==> config.mk <==
export PLATFORM = sky130hd
export DESIGN_NAME = fft4_power_acc
export DESIGN_NICKNAME = d
export VERILOG_FILES = /design/src/rtl/fft4_pkg.sv /design/src/rtl/fft4_bin_power.sv /design/src/rtl/fft4_power_acc.sv
export SDC_FILE = /design/constraint.sdc
export NUM_CORES = 1
export LEC_CHECK = 0
export BUFFER_PORTS_ARGS = -buffer_cell sky130_fd_sc_hd__buf_2
export CORE_MARGIN = 5
export CORE_UTILIZATION = 50
export CTS_BUF_LIST = sky130_fd_sc_hd__clkbuf_8
export DETAILED_ROUTE_END_ITERATION = 8
export PLACE_DENSITY = 0.7
export SYNTH_ARGS = -nofsm -noshare
export SYNTH_HDL_FRONTEND = slang
export SYNTH_HIERARCHICAL = 1
export SYNTH_SLANG_ARGS = --single-unit
==> constraint.sdc <==
create_clock -name clk -period 4.1 [get_ports clk]
set_input_delay 0.615 -clock clk [delete_from_list [all_inputs] [get_ports clk]]
set_output_delay 0.615 -clock clk [all_outputs]
set_load 0.02 [all_outputs]
==> src/rtl/fft4_pkg.sv <==
// Shared constants, state encoding and power-width helper for the 4-bin
// spectral power accumulator.
package fft4_pkg;

    localparam int NBINS    = 4;
    localparam int SAMPLE_W = 3;

    typedef enum logic {
        ACCUM = 1'b0,
        DUMP  = 1'b1
    } state_t;

    function automatic int pow_w();
        return 6;
    endfunction

endpackage

==> src/rtl/fft4_bin_power.sv <==
// Combinational |X|^2 = re^2 + im^2 for one FFT bin; the real part may be
// treated as unsigned (DC bin) or signed.
module fft4_bin_power
    import fft4_pkg::*;
(
    input  logic [SAMPLE_W-1:0] re,
    input  logic [SAMPLE_W-1:0] im,
    input  logic                is_unsigned_re,
    output logic [pow_w()-1:0]  p
);

    localparam int PW = pow_w();
    localparam int EW = SAMPLE_W + 1;
    localparam int SW = 2 * EW;
    localparam logic [SW-1:0] PMAX = SW'((1 << PW) - 1);

    logic [EW-1:0]        re_ext;
    logic [EW-1:0]        im_ext;
    logic signed [SW-1:0] re_w;
    logic signed [SW-1:0] im_w;
    logic [SW-1:0]        sum;

    always_comb begin
        re_ext = is_unsigned_re ? {1'b0, re} : {re[SAMPLE_W-1], re};
        im_ext = {im[SAMPLE_W-1], im};
        re_w   = {{(SW - EW){re_ext[EW-1]}}, re_ext};
        im_w   = {{(SW - EW){im_ext[EW-1]}}, im_ext};
        sum    = re_w * re_w + im_w * im_w;
        // An out-of-range unsigned DC sample clamps rather than wrapping.
        p      = (sum > PMAX) ? '1 : sum[PW-1:0];
    end

endmodule

==> src/rtl/fft4_power_acc.sv <==
// Integrates per-bin power over FRAMES spectrum frames, then streams the four
// saturated totals out over valid/ready and clears for the next window.
module fft4_power_acc
    import fft4_pkg::*;
#(
    parameter int FRAMES = 16,
    parameter int ACC_W  = 9
) (
    input  logic                clk,
    input  logic                rst,
    input  logic                in_valid,
    output logic                in_ready,
    input  logic [SAMPLE_W-1:0] rout_0,
    input  logic [SAMPLE_W-1:0] rout_1,
    input  logic [SAMPLE_W-1:0] rout_2,
    input  logic [SAMPLE_W-1:0] rout_3,
    input  logic [SAMPLE_W-1:0] iout_0,
    input  logic [SAMPLE_W-1:0] iout_1,
    input  logic [SAMPLE_W-1:0] iout_2,
    input  logic [SAMPLE_W-1:0] iout_3,
    output logic                out_valid,
    input  logic                out_ready,
    output logic [1:0]          out_bin,
    output logic [ACC_W-1:0]    out_power,
    output logic                out_last
);

    localparam int PW    = pow_w();
    localparam int CNT_W = (FRAMES > 1) ? $clog2(FRAMES) : 1;
    localparam logic [CNT_W-1:0] LAST_CNT = CNT_W'(FRAMES - 1);

    logic [SAMPLE_W-1:0] re_vec  [NBINS];
    logic [SAMPLE_W-1:0] im_vec  [NBINS];
    logic [PW-1:0]       p_vec   [NBINS];
    logic [ACC_W:0]      acc_sum [NBINS];
    logic [ACC_W-1:0]    acc_sat [NBINS];
    logic [ACC_W-1:0]    acc_reg [NBINS];

    state_t           state_reg;
    logic             init_reg;
    logic [CNT_W-1:0] frame_cnt_reg;
    logic [1:0]       idx_reg;
    logic             out_valid_reg;
    logic [ACC_W-1:0] out_power_reg;
    logic             out_last_reg;
    logic             accept;

    assign re_vec[0] = rout_0;
    assign re_vec[1] = rout_1;
    assign re_vec[2] = rout_2;
    assign re_vec[3] = rout_3;
    assign im_vec[0] = iout_0;
    assign im_vec[1] = iout_1;
    assign im_vec[2] = iout_2;
    assign im_vec[3] = iout_3;

    genvar gi;
    generate
        for (gi = 0; gi < NBINS; gi++) begin : g_bin
            // Bin 0 is the DC term and arrives unsigned from the FFT stage.
            fft4_bin_power u_power (
                .re             (re_vec[gi]),
                .im             (im_vec[gi]),
                .is_unsigned_re (gi == 0),
                .p              (p_vec[gi])
            );
            assign acc_sum[gi] = {1'b0, acc_reg[gi]} + (ACC_W + 1)'(p_vec[gi]);
            assign acc_sat[gi] = acc_sum[gi][ACC_W] ? {ACC_W{1'b1}} : acc_sum[gi][ACC_W-1:0];
        end
    endgenerate

    // init_reg holds off in_ready until the first edge after reset release.
    assign in_ready  = (state_reg == ACCUM) && init_reg;
    assign accept    = in_valid && in_ready;
    assign out_valid = out_valid_reg;
    assign out_bin   = idx_reg;
    assign out_power = out_power_reg;
    assign out_last  = out_last_reg;

    always_ff @(posedge clk or posedge rst) begin
        if (rst) begin
            state_reg     <= ACCUM;
            init_reg      <= 1'b0;
            frame_cnt_reg <= '0;
            idx_reg       <= '0;
            out_valid_reg <= 1'b0;
            out_power_reg <= '0;
            out_last_reg  <= 1'b0;
            for (int k = 0; k < NBINS; k++) acc_reg[k] <= '0;
        end else begin
            init_reg <= 1'b1;
            case (state_reg)
                ACCUM: begin
                    if (accept) begin
                        for (int k = 0; k < NBINS; k++) acc_reg[k] <= acc_sat[k];
                        if (frame_cnt_reg == LAST_CNT) begin
                            frame_cnt_reg <= '0;
                            idx_reg       <= '0;
                            state_reg     <= DUMP;
                            out_valid_reg <= 1'b1;
                            out_power_reg <= acc_sat[0];
                            out_last_reg  <= 1'b0;
                        end else begin
                            frame_cnt_reg <= frame_cnt_reg + CNT_W'(1);
                        end
                    end
                end
                DUMP: begin
                    if (out_ready) begin
                        if (idx_reg == 2'd3) begin
                            for (int k = 0; k < NBINS; k++) acc_reg[k] <= '0;
                            state_reg     <= ACCUM;
                            idx_reg       <= '0;
                            out_valid_reg <= 1'b0;
                            out_power_reg <= '0;
                            out_last_reg  <= 1'b0;
                        end else begin
                            idx_reg       <= idx_reg + 2'd1;
                            out_power_reg <= acc_reg[idx_reg + 2'd1];
                            out_last_reg  <= (idx_reg == 2'd2);
                        end
                    end
                end
                default: state_reg <= ACCUM;
            endcase
        end
    end

endmodule

==> qor.yml, run 1 <==
synth-edff-count: 0
fin_crit_sh_pct: 135.4
synth_seq_cells: 55
grt_overflow: 0
multi_input_area_sq_um: 6103
dr_total_vias: 6230
antenna_found_initial: 0
synth_cell_types: 56
wl_per_cell_microns: 15.99
p_per_area_nw_per_um2: 831.9
relSlewSlack_pct: 37.60
vias_per_cell: 5.432
fin_crit_ps: 5551
yosys-top-cells-count: "118 x inv_1, 103 x ha_1, 64 x fa_1, 55 x dfrtp_1, 49 x nand2_1"
cts.sinks: 55
track_usage_pct: 21.14
crit_required_ps: 4330
setup_violations: 45
first_pass_iters: 5
area_growth_syn_to_layout_pct: 32.96
nNetsFinal: 1157
yosysSeqAreaShare_pct: 18.71
grt_pass1_wl_microns: 31170
rsz0062_at_grt: "yes"
cts.reportedPaths.clkPinSlew_ps: 110
synthFlopType: "dfrtp_1"
cts_buffers: 5
hp-class: "in2async"
hpwl_microns: 14590
fill_cells: 1107
async_flop_share_pct: 100.0
synth_cells: 766
port_buffers: 41
dp_slack_ps: -1930
fmax_ghz: 0.1802
insertedDiodeCount: 0
setup_ws_ps: -1451
cap_violations: 0
clkLatencyLatePin_ps: 320
route.detailed.drc: 0
clock-root-buffer: "clkbuf_8"
gp_congestion: 0.8551
worstPathArrival_ps: 5780
leakagePower_nw: 4.957
worstMarginPinSlew_ps: 932.5
seq_area_sq_um: 1376
cts_max_level: 2
die_w_microns: 131.3
floorplan.initialDensity_pct: 50.81
finalClockSkew_ps: 14.47
worstSetupPathType: "in2reg"
yosys.area.top_type: "dfrtp_1"
netlist_area_sq_um: 7357
fin_cells: 1147
design.die.area_sq_um: 17240
ant_nets: 0
core_sq_um: 14480
critPathLaunchType: "input pin"
grt_max_degree: 32
io_pins: 42
dp_cells: 1108
synth.yosys.warnings: 6
rows: 44
wl_microns: 18350
clock_path_buffers: 2
end_kind: "flip-flop"
hold_viol_final: 0
drt_iter0_drc: 293
drive_above_1_share_pct: 36.03
violations: "setup timing"
largest_reg_flops: 36
cts_tree: "done"
synth_most_common_cell: "inv_1"
slew_violations: 0
die_y_microns: 131.3
peakVddDrop_uv: 430.0
netlist.area_leader.share_pct: 18.71
syn_area_per_cell_sq_um: 9.605
status: "finished with violations"
yosys-top-cells-area: "dfrtp_1 19%, ha_1 18%, fa_1 17%"
grt_pass1_vias: 6738
crit_fanout: 5
==> metrics by stage <==
| stage | util [%] | instance area, sq um | TNS [ps] | power (mW) | hold slack (ps) |
|---|---|---|---|---|---|
| floorplan | - | 7610 | -51350 | 4.626 | 450.2 |
| global placement | 61.75 | 8941 | -68510 | 6.244 | 469.9 |
| detailed placement | 61.75 | 8941 | -73150 | 6.507 | 500.7 |
| CTS | 65.47 | 9479 | -55330 | 7.580 | 348.1 |
| global route | 67.56 | 9782 | -62650 | 8.830 | 396.4 |
| finish | 67.56 | 9782 | -55090 | 8.137 | 333.5 |
==> path summary, 6_finish.rpt <==
kind / start / to / slack (ps) / cells past startpoint
setup / recovery: iout_0[1] / out_power[8] / -1450 / 22
hold / removal: rst / acc_reg[5] / 330 / 2
setup reg to reg: out_bin[0] / acc_reg[24] / 1520 / 5
hold reg to reg: out_valid / out_valid / 530 / 2
max in group asynchronous: rst / out_power[1] / 2960 / 3
min in group clk: out_valid / out_valid / 530 / 2
==> timing repair <==
item,in CTS,in global routing
gates resized for setup,74,40
setup buffers,19,13
pin swaps,77,52
hold buffers,0,0
setup endpoints to repair,45,45
==> per-layer routing <==
layer	share of wire [%]	global-route usage, %	vias up
li1	-	-	3023
met1	41	26.40	3050
met2	53	38.77	121
met3	3.1	1.988	36
met4	2.8	6.229	0
met5	0	0	-
==> power by group <==
part	internal, mW	switching, mW	total, mW
Clock	0.124	0.189	0.313
Sequential	0.780	0.372	1.15
Combinational	3.49	3.18	6.67
==> cell families (layout without fill, tap and decap cells) <==
group | count (synthesis) | after routing | share of synthesized area (%)
fa+ha+maj | 167 | 167 | 34.93
simple gates | 189 | 189 | 14.27
other cells | 2 | 6 | 0.1021
buf+inv | 135 | 328 | 7.279
compound gates | 168 | 168 | 14.75
xor+xnor | 40 | 40 | 7.075
mux | 10 | 10 | 2.891
flops | 55 | 55 | 18.71
==> worst max-delay path, stage by stage <==
cell,delay (ps)
buf_8,110
and2_4,150
fa_1,470
fa_1,490
inv_1,50
fa_1,480
inv_2,40
fa_1,450
ha_2,200
fa_2,340
a21o_1,190
a21oi_2,150
xnor3_2,280
nand3b_1,120
ha_2,190
inv_2,40
fa_2,330
and2b_1,230
o211ai_1,140
a21o_1,210
o31a_1,280
o31ai_1,220
==> final cells by class <==
cell class,count,share of cell area (%)
Inverter,118,4.605
Tap cell,184,2.354
Clock buffer,5,0.7035
Timing Repair Buffer,202,15.63
Sequential cell,55,14.07
Multi-Input combinational cell,580,62.39
Clock inverter,3,0.2430
==> cell usage in the layout (no fill, tap or decap), types with 18 or more instances in the layout <==
cell type | synthesis | routed
nor2_1 | 24 | 18
dfrtp_1 | 55 | 55
nand2_1 | 49 | 44
xnor2_1 | 22 | 22
ha_1 | 103 | 86
and2_1 | 28 | 24
fa_1 | 64 | 54
a21oi_1 | 45 | 25
inv_1 | 118 | 106
buf_2 | 5 | 32
a21o_1 | 30 | 29
nand3b_1 | 21 | 21
buf_4 | 0 | 153
No activity file was read; power rests on OpenSTA's default activity.
==> inputs of run 2 (changes only) <==
--- a/config.mk
+++ b/config.mk
@@ -6,7 +6,7 @@
 export NUM_CORES = 1
 export LEC_CHECK = 0
 export BUFFER_PORTS_ARGS = -buffer_cell sky130_fd_sc_hd__buf_2
-export CORE_MARGIN = 5
+export CORE_MARGIN = 2
 export CORE_UTILIZATION = 50
 export CTS_BUF_LIST = sky130_fd_sc_hd__clkbuf_8
 export DETAILED_ROUTE_END_ITERATION = 8
==> qor.yml, run 2 (same netlist as run 1, synthesis figures left out) <==
vias_per_cell: 5.562  # +2.4%
insertedDiodeCount: 0  # unchanged
cpPeakStageDelay_ps: 490  # about the same
cts.reportedPaths.clkPinSlew_ps: 120  # about the same
peakVddDrop_uv: 406.2  # -5.5%
ant_nets: 0  # unchanged
drt_iter0_drc: 333  # +14%
crit_fanout: 5  # unchanged
antenna_found_initial: 0  # unchanged
nNetsFinal: 1165  # +0.69%
p_per_area_nw_per_um2: 842.5  # +1.3%
die_y_microns: 125.3  # -4.6%
grt_pass1_wl_microns: 31260  # +0.31%
critPathLaunchType: "input pin"
use_met2_pct: 44.15  # +5.4 points
clock_path_buffers: 2  # unchanged
grt_use_met1_pct: 29.68  # +3.3 points
worstPathArrival_ps: 5650  # -130 ps
wl_microns: 18530  # +1.0%
cp_common_cell: "fa_1"
die_w_microns: 125.3  # -4.6%
rows: 44  # unchanged
grt_pass1_vias: 6830  # +1.4%
floorplan.initialDensity_pct: 50.81  # unchanged
cpLargestDelayFamily: "adder cells"
hp-class: "in2async"
crit_required_ps: 4300  # -30 ps
met3_usage_pct: 2.268  # +0.28 points
port_buffers: 41  # unchanged
fin_crit_ps: 5449  # -101.6 ps
end_kind: "flip-flop"
setup_violations: 45  # unchanged
cts_max_level: 2  # unchanged
design.die.area_sq_um: 15700  # -8.9%
cp_slowest_cell: "fa_1"
largest_reg_flops: 36  # unchanged
leakagePower_nw: 5.032  # +1.5%
hpwl_microns: 14330  # -1.8%
multi_input_area_sq_um: 6211  # +1.8%
mostFrequentLayoutCell: "buf_4"
setup_tns_ps: -53770  # +1321 ps
drive_above_1_share_pct: 37.28  # +1.2 points
top_usage_layer: "met2"
fmax_ghz: 0.1835  # +1.9%
violations: "setup timing"
setup_ws_ps: -1349  # +101.6 ps
fin_crit_sh_pct: 132.9  # -2.5 points
path_buf_inv: 5  # +1
slew_violations: 0  # unchanged
grt_overflow: 0  # unchanged
layout_common_cells: "154 x buf_4, 105 x inv_1, 83 x ha_1"
grt_max_degree: 36  # +13%
cts_tree: "done"
rsz0062_at_grt: "yes"
wl_per_cell_microns: 16.05  # +0.32%
cts.sinks: 55  # unchanged
area_growth_syn_to_layout_pct: 36.04
gp_congestion: 0.8947  # +4.6%
total_power_mw: 8.432  # +3.6%
cp_cell_sequence: "buf_8 > and2_4 > fa_1 > fa_1 > inv_1 > fa_1 > inv_2 > fa_1 > ha_2 > fa_2 > a21o_1 > a21oi_2 > xnor3_2 > nand3b_1 > ha_2 > inv_2 > fa_2 > and2b_1 > o211ai_1 > buf_4 > o31ai_2 > o31a_1 > o31ai_1"
core_sq_um: 14480  # unchanged
utilization_pct: 69.12  # +1.6 points
worstMarginPinSlew_ps: 885.2  # -47.29 ps
cap_violations: 0  # unchanged
route.detailed.drc: 0  # unchanged
postCtsHoldBufs: 0  # unchanged
relSlewSlack_pct: 40.77  # +3.2 points
worstSetupPathType: "in2reg"
io_pins: 42  # unchanged
hold_viol_final: 0  # unchanged
clkLatencyLatePin_ps: 320  # about the same
seq_area_sq_um: 1376  # unchanged
finalClockSkew_ps: 17.47  # +2.992 ps
track_usage_pct: 23.79  # +2.6 points
clock-root-buffer: "clkbuf_8"
first_pass_iters: 5  # unchanged
status: "finished with violations"
cts_buffers: 5  # unchanged
fill_cells: 1069  # -3.4%
dr_total_vias: 6424  # +3.1%
run 2: layout make-up:
class                           instances  area share [%]
Multi-Input combinational cell        580           62.06
Clock buffer                            5          0.6876
Clock inverter                          3          0.2750
Timing Repair Buffer                  210           16.38
Tap cell                              184           2.300
Inverter                              118           4.551
Sequential cell                        55           13.75
run 2: path summary, 6_finish.rpt:
path	end	slack (ps)	start	cells past startpoint
worst max register to register	acc_reg[24]	1420	out_bin[0]	5
worst max-delay path	out_power[8]	-1350	iout_0[1]	23
max in group asynchronous	acc_reg[16]	3020	rst	3
worst min register to register	frame_cnt_reg[3]	510	frame_cnt_reg[3]	1
worst min-delay path	init_reg	280	rst	2
min in group clk	frame_cnt_reg[3]	510	frame_cnt_reg[3]	1
run 2: layer usage:
layer / vias up / share of wire, % / routed length, microns
met5: - / 0 / 0
met4: 0 / 2.1 / 396
met3: 32 / 4.0 / 735
met2: 160 / 53 / 9802
met1: 3204 / 41 / 7598
li1: 3028 / - / -
run 2: worst register-to-register path, stage by stage, from the launching register on:
cell,delay (ps)
dfrtp_1,770
ha_1,350
nand3_1,490
nand2_1,460
o21ai_0,180
a211o_1,320
run 2: timing repair:
item,in CTS,in global routing
setup endpoints to repair,45,45
cloned,0,0
setup buffers,22,18
gates resized for setup,72,68
pin swaps,59,63
run 2: where the power goes:
part	internal (mW)	switching [mW]
clock	0.126	0.194
sequential	0.780	0.387
combinational	3.67	3.28
run 2: per-stage QoR:
stage	hold WS [ps]	setup slack (ps)	instance area [sq um]	cells
floorplan	450.2	-1498	7610	770
global placement	468.9	-1716	8941	1108
detailed placement	489.3	-1863	8941	1108
CTS	294.3	-1423	9517	1138
global route	299.9	-1559	10010	1155
finish	285.0	-1349	10010	1155
